==> src/rtl/sprite_pkg.sv <==
// Shared constants, FSM state type and slot record for the sprite line evaluator.
package sprite_pkg;
    localparam int NUM_SPR = 32;
    localparam int SLOTS   = 4;
    localparam int SPR_H   = 16;
    localparam int ID_W    = 5;
    localparam int X_W     = 10;
    localparam int Y_W     = 9;
    localparam int ROW_W   = 4;

    typedef enum logic [1:0] {IDLE, SCAN, DONE} state_t;

    typedef struct packed {
        logic             valid;
        logic [ID_W-1:0]  id;
        logic [X_W-1:0]   x;
        logic [ROW_W-1:0] row;
    } slot_t;
endpackage

==> src/rtl/sprite_table_if.sv <==
// Sprite write port, scanline request and per-slot scanline results.
interface sprite_table_if #(parameter int SLOTS = sprite_pkg::SLOTS);
    logic                              sprite_pos;
    logic                              sprite_attr;
    logic [sprite_pkg::ID_W-1:0]       sprite_sel;
    logic [sprite_pkg::X_W-1:0]        sprite_x;
    logic [sprite_pkg::Y_W-1:0]        sprite_y;
    logic                              sprite_vis;
    logic                              line_start;
    logic [sprite_pkg::Y_W-1:0]        line_y;
    logic [SLOTS-1:0]                  slot_valid;
    logic [sprite_pkg::ID_W*SLOTS-1:0] slot_id;
    logic [sprite_pkg::X_W*SLOTS-1:0]  slot_x;
    logic [sprite_pkg::ROW_W*SLOTS-1:0] slot_row;
    logic                              overflow;
    logic                              scan_done;

    modport master (
        output sprite_pos, sprite_attr, sprite_sel, sprite_x, sprite_y, sprite_vis,
               line_start, line_y,
        input  slot_valid, slot_id, slot_x, slot_row, overflow, scan_done
    );

    modport slave (
        input  sprite_pos, sprite_attr, sprite_sel, sprite_x, sprite_y, sprite_vis,
               line_start, line_y,
        output slot_valid, slot_id, slot_x, slot_row, overflow, scan_done
    );
endinterface

==> src/rtl/sprite_line_match.sv <==
// Combinational hit rule: sprite covers the line when visible and 0 <= line - y < SPR_H.
module sprite_line_match #(
    parameter int SPR_H = sprite_pkg::SPR_H
) (
    input  logic [sprite_pkg::Y_W-1:0]   line,
    input  logic [sprite_pkg::Y_W-1:0]   y,
    input  logic                         vis,
    output logic                         hit,
    output logic [sprite_pkg::ROW_W-1:0] row
);
    import sprite_pkg::*;

    // One extra bit so a sprite below the line shows up as negative instead of wrapping.
    logic [Y_W:0] d;

    assign d   = {1'b0, line} - {1'b0, y};
    assign hit = vis && !d[Y_W] && (d < (Y_W+1)'(SPR_H));
    assign row = d[ROW_W-1:0];
endmodule

==> src/rtl/sprite_table.sv <==
// Sprite attribute table with a sequential scanline evaluator reporting up to SLOTS hits per line.
module sprite_table #(
    parameter int NUM_SPR = sprite_pkg::NUM_SPR,
    parameter int SLOTS   = sprite_pkg::SLOTS,
    parameter int SPR_H   = sprite_pkg::SPR_H
) (
    input  logic         clk,
    input  logic         reset,
    sprite_table_if.slave bus
);
    import sprite_pkg::*;

    localparam int IDX_W = $clog2(NUM_SPR);
    localparam int CNT_W = $clog2(SLOTS + 1);
    localparam int SL_W  = (SLOTS > 1) ? $clog2(SLOTS) : 1;

    state_t           state_q, state_d;
    logic [X_W-1:0]   x_mem   [NUM_SPR];
    logic [Y_W-1:0]   y_mem   [NUM_SPR];
    logic             vis_mem [NUM_SPR];
    logic [Y_W-1:0]   line_q;
    logic [IDX_W-1:0] idx_q;
    logic [CNT_W-1:0] cnt_q;
    slot_t            shadow_q [SLOTS];
    logic             shadow_ovf_q;
    slot_t            out_q [SLOTS];
    logic             ovf_q;
    logic             hit;
    logic [ROW_W-1:0] row;

    sprite_line_match #(.SPR_H(SPR_H)) u_match (
        .line (line_q),
        .y    (y_mem[idx_q]),
        .vis  (vis_mem[idx_q]),
        .hit  (hit),
        .row  (row)
    );

    // NOTE: the table is cleared by reset because software relies on all sprites
    // starting invisible; this is a deliberate flop array, not an SRAM.
    always_ff @(posedge clk or negedge reset) begin
        if (!reset) begin
            for (int i = 0; i < NUM_SPR; i++) begin
                x_mem[i]   <= '0;
                y_mem[i]   <= '0;
                vis_mem[i] <= 1'b0;
            end
        end else begin
            // NOTE: non-blocking writes mean the entry under examination this cycle
            // still presents its old value to the hit check.
            if (bus.sprite_pos) begin
                x_mem[bus.sprite_sel] <= bus.sprite_x;
                y_mem[bus.sprite_sel] <= bus.sprite_y;
            end
            if (bus.sprite_attr) vis_mem[bus.sprite_sel] <= bus.sprite_vis;
        end
    end

    always_ff @(posedge clk or negedge reset) begin
        if (!reset) state_q <= IDLE;
        else        state_q <= state_d;
    end

    // NOTE: state_d gets its default before the case so no path can infer a latch.
    always_comb begin
        state_d = state_q;
        if (bus.line_start) begin
            state_d = SCAN;
        end else begin
            unique case (state_q)
                IDLE:    state_d = IDLE;
                SCAN:    if (idx_q == IDX_W'(NUM_SPR - 1)) state_d = DONE;
                DONE:    state_d = IDLE;
                default: state_d = IDLE;
            endcase
        end
    end

    always_ff @(posedge clk or negedge reset) begin
        if (!reset) begin
            line_q       <= '0;
            idx_q        <= '0;
            cnt_q        <= '0;
            shadow_ovf_q <= 1'b0;
            ovf_q        <= 1'b0;
            for (int s = 0; s < SLOTS; s++) begin
                shadow_q[s] <= '0;
                out_q[s]    <= '0;
            end
        end else if (bus.line_start) begin
            line_q       <= bus.line_y;
            idx_q        <= '0;
            cnt_q        <= '0;
            shadow_ovf_q <= 1'b0;
            for (int s = 0; s < SLOTS; s++) shadow_q[s] <= '0;
        end else if (state_q == SCAN) begin
            if (hit) begin
                if (cnt_q < CNT_W'(SLOTS)) begin
                    shadow_q[cnt_q[SL_W-1:0]] <= '{valid: 1'b1, id: ID_W'(idx_q),
                                                   x: x_mem[idx_q], row: row};
                    cnt_q <= cnt_q + 1'b1;
                end else begin
                    shadow_ovf_q <= 1'b1;
                end
            end
            idx_q <= idx_q + 1'b1;
        end else if (state_q == DONE) begin
            out_q <= shadow_q;
            ovf_q <= shadow_ovf_q;
        end
    end

    // A restart landing on DONE cancels the copy, so it must not announce one either.
    assign bus.scan_done = (state_q == DONE) && !bus.line_start;
    assign bus.overflow  = ovf_q;

    for (genvar s = 0; s < SLOTS; s++) begin : g_slot
        assign bus.slot_valid[s]                = out_q[s].valid;
        assign bus.slot_id[s*ID_W +: ID_W]      = out_q[s].id;
        assign bus.slot_x[s*X_W +: X_W]         = out_q[s].x;
        assign bus.slot_row[s*ROW_W +: ROW_W]   = out_q[s].row;
    end
endmodule

==> src/flat_wrapper.sv <==
// flat-port wrapper written by rule: the top's interface ports become plain ports
module sprite_table_flat import sprite_pkg::*;
#(
    parameter int NUM_SPR = sprite_pkg::NUM_SPR,
    parameter int SLOTS   = sprite_pkg::SLOTS,
    parameter int SPR_H   = sprite_pkg::SPR_H
)
  (clk, reset, bus_sprite_pos, bus_sprite_attr, bus_sprite_sel, bus_sprite_x, bus_sprite_y, bus_sprite_vis, bus_line_start, bus_line_y, bus_slot_valid, bus_slot_id, bus_slot_x, bus_slot_row, bus_overflow, bus_scan_done);
  sprite_table_if #(.SLOTS(SLOTS)) bus_i ();
  input  logic clk;
  input  logic reset;
  input wire logic [$bits(bus_i.sprite_pos)-1:0] bus_sprite_pos;
  input wire logic [$bits(bus_i.sprite_attr)-1:0] bus_sprite_attr;
  input wire logic [$bits(bus_i.sprite_sel)-1:0] bus_sprite_sel;
  input wire logic [$bits(bus_i.sprite_x)-1:0] bus_sprite_x;
  input wire logic [$bits(bus_i.sprite_y)-1:0] bus_sprite_y;
  input wire logic [$bits(bus_i.sprite_vis)-1:0] bus_sprite_vis;
  input wire logic [$bits(bus_i.line_start)-1:0] bus_line_start;
  input wire logic [$bits(bus_i.line_y)-1:0] bus_line_y;
  output wire logic [$bits(bus_i.slot_valid)-1:0] bus_slot_valid;
  output wire logic [$bits(bus_i.slot_id)-1:0] bus_slot_id;
  output wire logic [$bits(bus_i.slot_x)-1:0] bus_slot_x;
  output wire logic [$bits(bus_i.slot_row)-1:0] bus_slot_row;
  output wire logic [$bits(bus_i.overflow)-1:0] bus_overflow;
  output wire logic [$bits(bus_i.scan_done)-1:0] bus_scan_done;
  assign bus_i.sprite_pos = bus_sprite_pos;
  assign bus_i.sprite_attr = bus_sprite_attr;
  assign bus_i.sprite_sel = bus_sprite_sel;
  assign bus_i.sprite_x = bus_sprite_x;
  assign bus_i.sprite_y = bus_sprite_y;
  assign bus_i.sprite_vis = bus_sprite_vis;
  assign bus_i.line_start = bus_line_start;
  assign bus_i.line_y = bus_line_y;
  assign bus_slot_valid = bus_i.slot_valid;
  assign bus_slot_id = bus_i.slot_id;
  assign bus_slot_x = bus_i.slot_x;
  assign bus_slot_row = bus_i.slot_row;
  assign bus_overflow = bus_i.overflow;
  assign bus_scan_done = bus_i.scan_done;
  sprite_table #(.NUM_SPR(NUM_SPR), .SLOTS(SLOTS), .SPR_H(SPR_H)) u_core (.clk(clk), .reset(reset), .bus(bus_i));
endmodule
==> config.mk <==
export PLATFORM = sky130hd
export DESIGN_NAME = sprite_table_flat
export DESIGN_NICKNAME = d
export VERILOG_FILES = /design/src/rtl/sprite_pkg.sv /design/src/rtl/sprite_table_if.sv /design/src/rtl/sprite_line_match.sv /design/src/rtl/sprite_table.sv /design/src/flat_wrapper.sv
export SDC_FILE = /design/constraint.sdc
export NUM_CORES = 1
export LEC_CHECK = 0
export BUFFER_PORTS_ARGS = -buffer_cell sky130_fd_sc_hd__buf_2
export CAP_MARGIN = 10
export CELL_PAD_IN_SITES_DETAIL_PLACEMENT = 0
export CELL_PAD_IN_SITES_GLOBAL_PLACEMENT = 1
export CORE_AREA = 5 5 279 281
export DETAILED_ROUTE_END_ITERATION = 16
export DIE_AREA = 0 0 284 286
export PLACE_DENSITY_LB_ADDON = 0.1
export SYNTH_ARGS = -nofsm -noshare
export SYNTH_HDL_FRONTEND = slang
export SYNTH_SLANG_ARGS = --single-unit
==> constraint.sdc <==
create_clock -name clk -period 5.5 [get_ports clk]
set_input_delay 0.55 -clock clk [delete_from_list [all_inputs] [get_ports clk]]
set_output_delay 0.55 -clock clk [all_outputs]
set_load 0.02 [all_outputs]
==> impl_metrics.csv <==
group,metric,value,unit
floorplanning,die_y,286,um
pwr,swShare,24.2,%
clock_tree,clock_latency,0.63,ns
timing,clock.fmax,0.203,GHz
clock_tree,root_buffer,"clkbuf_16",
synthesis,syn-instance-count,2355,
global_routing,grt_pass1_wl,141000,um
placement,globalplace.congestion,0.765,
synthesis,yosys-top-cells-count,"821 x dfrtp_1, 730 x mux2_2, 181 x mux4_2",
critical_path,cp-start-kind,"flop",
synthesis,synth_edf_count,0,
synthesis,ys_warn_count,0,
floorplanning,start_util,49.3,%
outcome,status,"complete, no violations",
clock_tree,clock_path_buffers,3,
critical_path,crit_chain,"buf_4 -> mux4_2 -> mux4_2 -> mux2i_1 -> ha_1 -> o2111a_1 -> nor3_2 -> mux2_2 -> o22a_1 -> and3_1 -> buf_4 -> mux2i_1",
detailed_routing,wl,92200,um
timing,whs,0.0234,ns
timing,setup_slack,0.569,ns
clock_tree,cts_resized,0,
synthesis,synthesis.area,37000,um2
detailed_routing,first_pass_iters,5,
cells_and_area,fin_nets,2496,
critical_path,setup.worst_path.end_class,"flop",
synthesis,post-synth-top-area-cell,"dfrtp_1",
flow_run,maxCapViolCount,0,
timing,slew_violations,0,
clock_tree,postCtsSetupBuffers,0,
timing,clock_skew,0.0195,ns
cells_and_area,final_cells,3489,
synthesis,async_reset_ff_share,100,%
placement,pre_cts_slack,0.482,ns
global_routing,track_usage,22.9,%
global_routing,antenna_found_initial,1,
pwr,comb_power_share,14.8,%
critical_path,path_buf_inv,2,
clock_tree,numCtsBuffers,89,
synthesis,synth_area_leaders,"dfrtp_1 55%, mux2_2 22%, mux4_2 11%",
critical_path,critPathRequiredTime,5.97,ns
detailed_routing,drc,0,
pwr,seqPwrFrac,46.7,%
critical_path,slowest_stage,"dfrtp_4",
floorplanning,num_io_pins,121,
timing,post-route-min-period,4.93,ns
pwr,finalPower,16000,uW
detailed_routing,postRouteAntennaNets,0,
detailed_routing,drtIter0Drc,1361,
synthesis,synth_ff_type,"dfrtp_1",
timing,setup_viol,0,
timing,rsz0062_at_grt,"false",
synthesis,yosysSeqAreaShare,55.5,%
floorplanning,design.die.area,81200,um2
cells_and_area,syn2layout_area_growth,12.1,%
synthesis,synth_most_common_cell,"dfrtp_1",
critical_path,cpPeakStageDelay,0.86,ns
clock_tree,htreeDepth,3,
global_routing,grt_pass1_vias,22000,
synthesis,synthesis.nets,2410,
synthesis,ys_types,54,
critical_path,cpLargestDelayFamily,"multiplexers",
synthesis,synth-seq-cells,821,
floorplanning,core,75200,um2
worst_hold_path,min_path_type,"in2async",
detailed_routing,num_vias,20500,
timing,period_share,89.6,%
synthesis,avgSynthCellArea,15.7,um2
critical_path,cp_max_fo,31,
placement,place.detailed.hpwl,52600,um
critical_path,worst-setup-path-type,"reg2reg",
detailed_routing,routedWlPerCell,26.4,um
cells_and_area,drive_gt1_share,51.1,%
global_routing,overflow,0,
clock_tree,clk_pin_slew_worst_paths,0.06,ns
timing,hold_viol,0,
clock_tree,cts_hold_buf,0,
critical_path,cp.arrival,5.40,ns
pwr,leakagePower,0.0184,uW
timing,fin_setup_tns,0,ns
pwr,ir_drop,0.226,mV
floorplanning,rows,101,
global_routing,grt_start_max_net_pins,167,
pwr,p_sw,3860,uW
pwr,clkPwrFrac,38.4,%
pwr,power_density,384,nW/um2
floorplanning,die_x,284,um
placement,portBuffers,120,
pwr,internal_power,12100,uW
placement,post-place-cells,3328,
clock_tree,cts_tree,"done",
timing,worst-slew-pin-transition,1.15,ns
timing,slew_headroom,23.4,%
clock_tree,clock_sinks,821,
synthesis,synth_top_area_share,55.5,%
detailed_routing,post_drt_via_cell_ratio,5.87,
==> kinds of logic (layout without fill, tap and decap cells) <==
family	Yosys count	count (layout)	share of synthesized area [%]
flops	821	821	55.5
other cells	0	1	0
xor+xnor	7	7	0.165
simple gates	229	229	3.42
buf+inv	195	350	2.91
compound gates	56	56	1.05
fa+ha+maj	16	16	0.561
mux	1031	1031	36.4
==> per-layer routing <==
metal / vias to the layer above / track usage [%] / share of wire, %
met5: - / 0 / 0
met4: 0 / 6.49 / 2.5
met3: 143 / 3.90 / 4.5
met2: 412 / 37.8 / 49
met1: 11100 / 31.6 / 44
li1: 8799 / - / -
==> metrics by stage <==
stage / utilization [%] / cell area (um2)
after detailed placement: 51.2 / 38500
after global routing: 55.2 / 41500
after floorplan: - / 37000
after global placement: 51.2 / 38500
after CTS: 55.2 / 41500
final: 55.2 / 41500
==> area by class of cell <==
class,instances,area [um2]
fill,5963,33700
sequential,821,20600
multi-input combinational,1339,15500
clock buffer,144,2820
tap,978,1220
timing repair buffer,185,1210
clock inverter,16,213
inverter,5,18.8
antenna,1,2.50
==> registers in the layout, indices dropped and copies added, names as in the netlist <==
register and flops:
u_core.x_mem 320, u_core.shadow_ovf_q 1, u_core.idx_q 5, u_core.y_mem 288
u_core.line_q 9, u_core.shadow_q 80, u_core.bus.slot_row 16, u_core.cnt_q 3
u_core.bus.overflow 1, u_core.bus.slot_valid 4, u_core.vis_mem 32, u_core.bus.slot_id 20
u_core.bus.slot_x 40, u_core.state_q 2
==> placed cells by master, fill, tap and decap left out, types with 4 or more instances in the layout <==
cell type  synthesis  layout
a22oi_1            5       5
clkbuf_8           0      30
and3_1             5       5
o21ai_0            6       6
a21oi_1            9       9
xor2_1             4       4
nor2_1            63      42
buf_4             12      57
buf_2             59     118
nand3b_1           7       7
nor2b_1            8       8
nand3_1           10      10
o21ai_1            9       9
mux2i_1          120     120
dfrtp_1          821     817
clkinv_2           0       9
clkbuf_1          92      21
mux4_2           181     181
mux2_2           730     730
or2_2              8       8
nand2b_1          86      86
bufinv_16          0       5
clkbuf_16          0      93
nor2_2             7      28
a221oi_1           9       9
ha_1              15      15
nand2_1           15      15
buf_12             9       9
o21ba_1            4       4
or3_1              4       4
inv_1              4       4
==> power by group through the flow <==
stage          Clock (uW)  Sequential, uW  Combinational [uW]
2_1_floorplan           0            7360                1870
3_3_place_gp            0            7500                2320
3_5_place_dp            0            7560                2400
4_1_cts              6280            7450                2400
5_1_grt              6530            7560                2590
6_report             6130            7460                2370
==> worst paths after layout <==
kind	start	end	slack, ns	cells after the start
setup / recovery	u_core.idx_q[0]$_DFFE_PN0N_	u_core.shadow_q[11]$_DFFE_PN0P_	0.57	12
hold / removal	reset	u_core.shadow_q[48]$_DFFE_PN0P_	0.02	1
setup reg to reg	u_core.idx_q[0]$_DFFE_PN0N_	u_core.shadow_q[11]$_DFFE_PN0P_	0.57	12
hold reg to reg	u_core.shadow_q[19]$_DFFE_PN0P_	u_core.shadow_q[19]$_DFFE_PN0P_	0.49	1
max in group asynchronous	reset	u_core.y_mem[274]$_DFFE_PN0P_	4.01	2
min in group clk	bus_line_y[0]	u_core.line_q[0]$_DFFE_PN0P_	0.15	3
No activity file was read; power rests on OpenSTA's default activity.
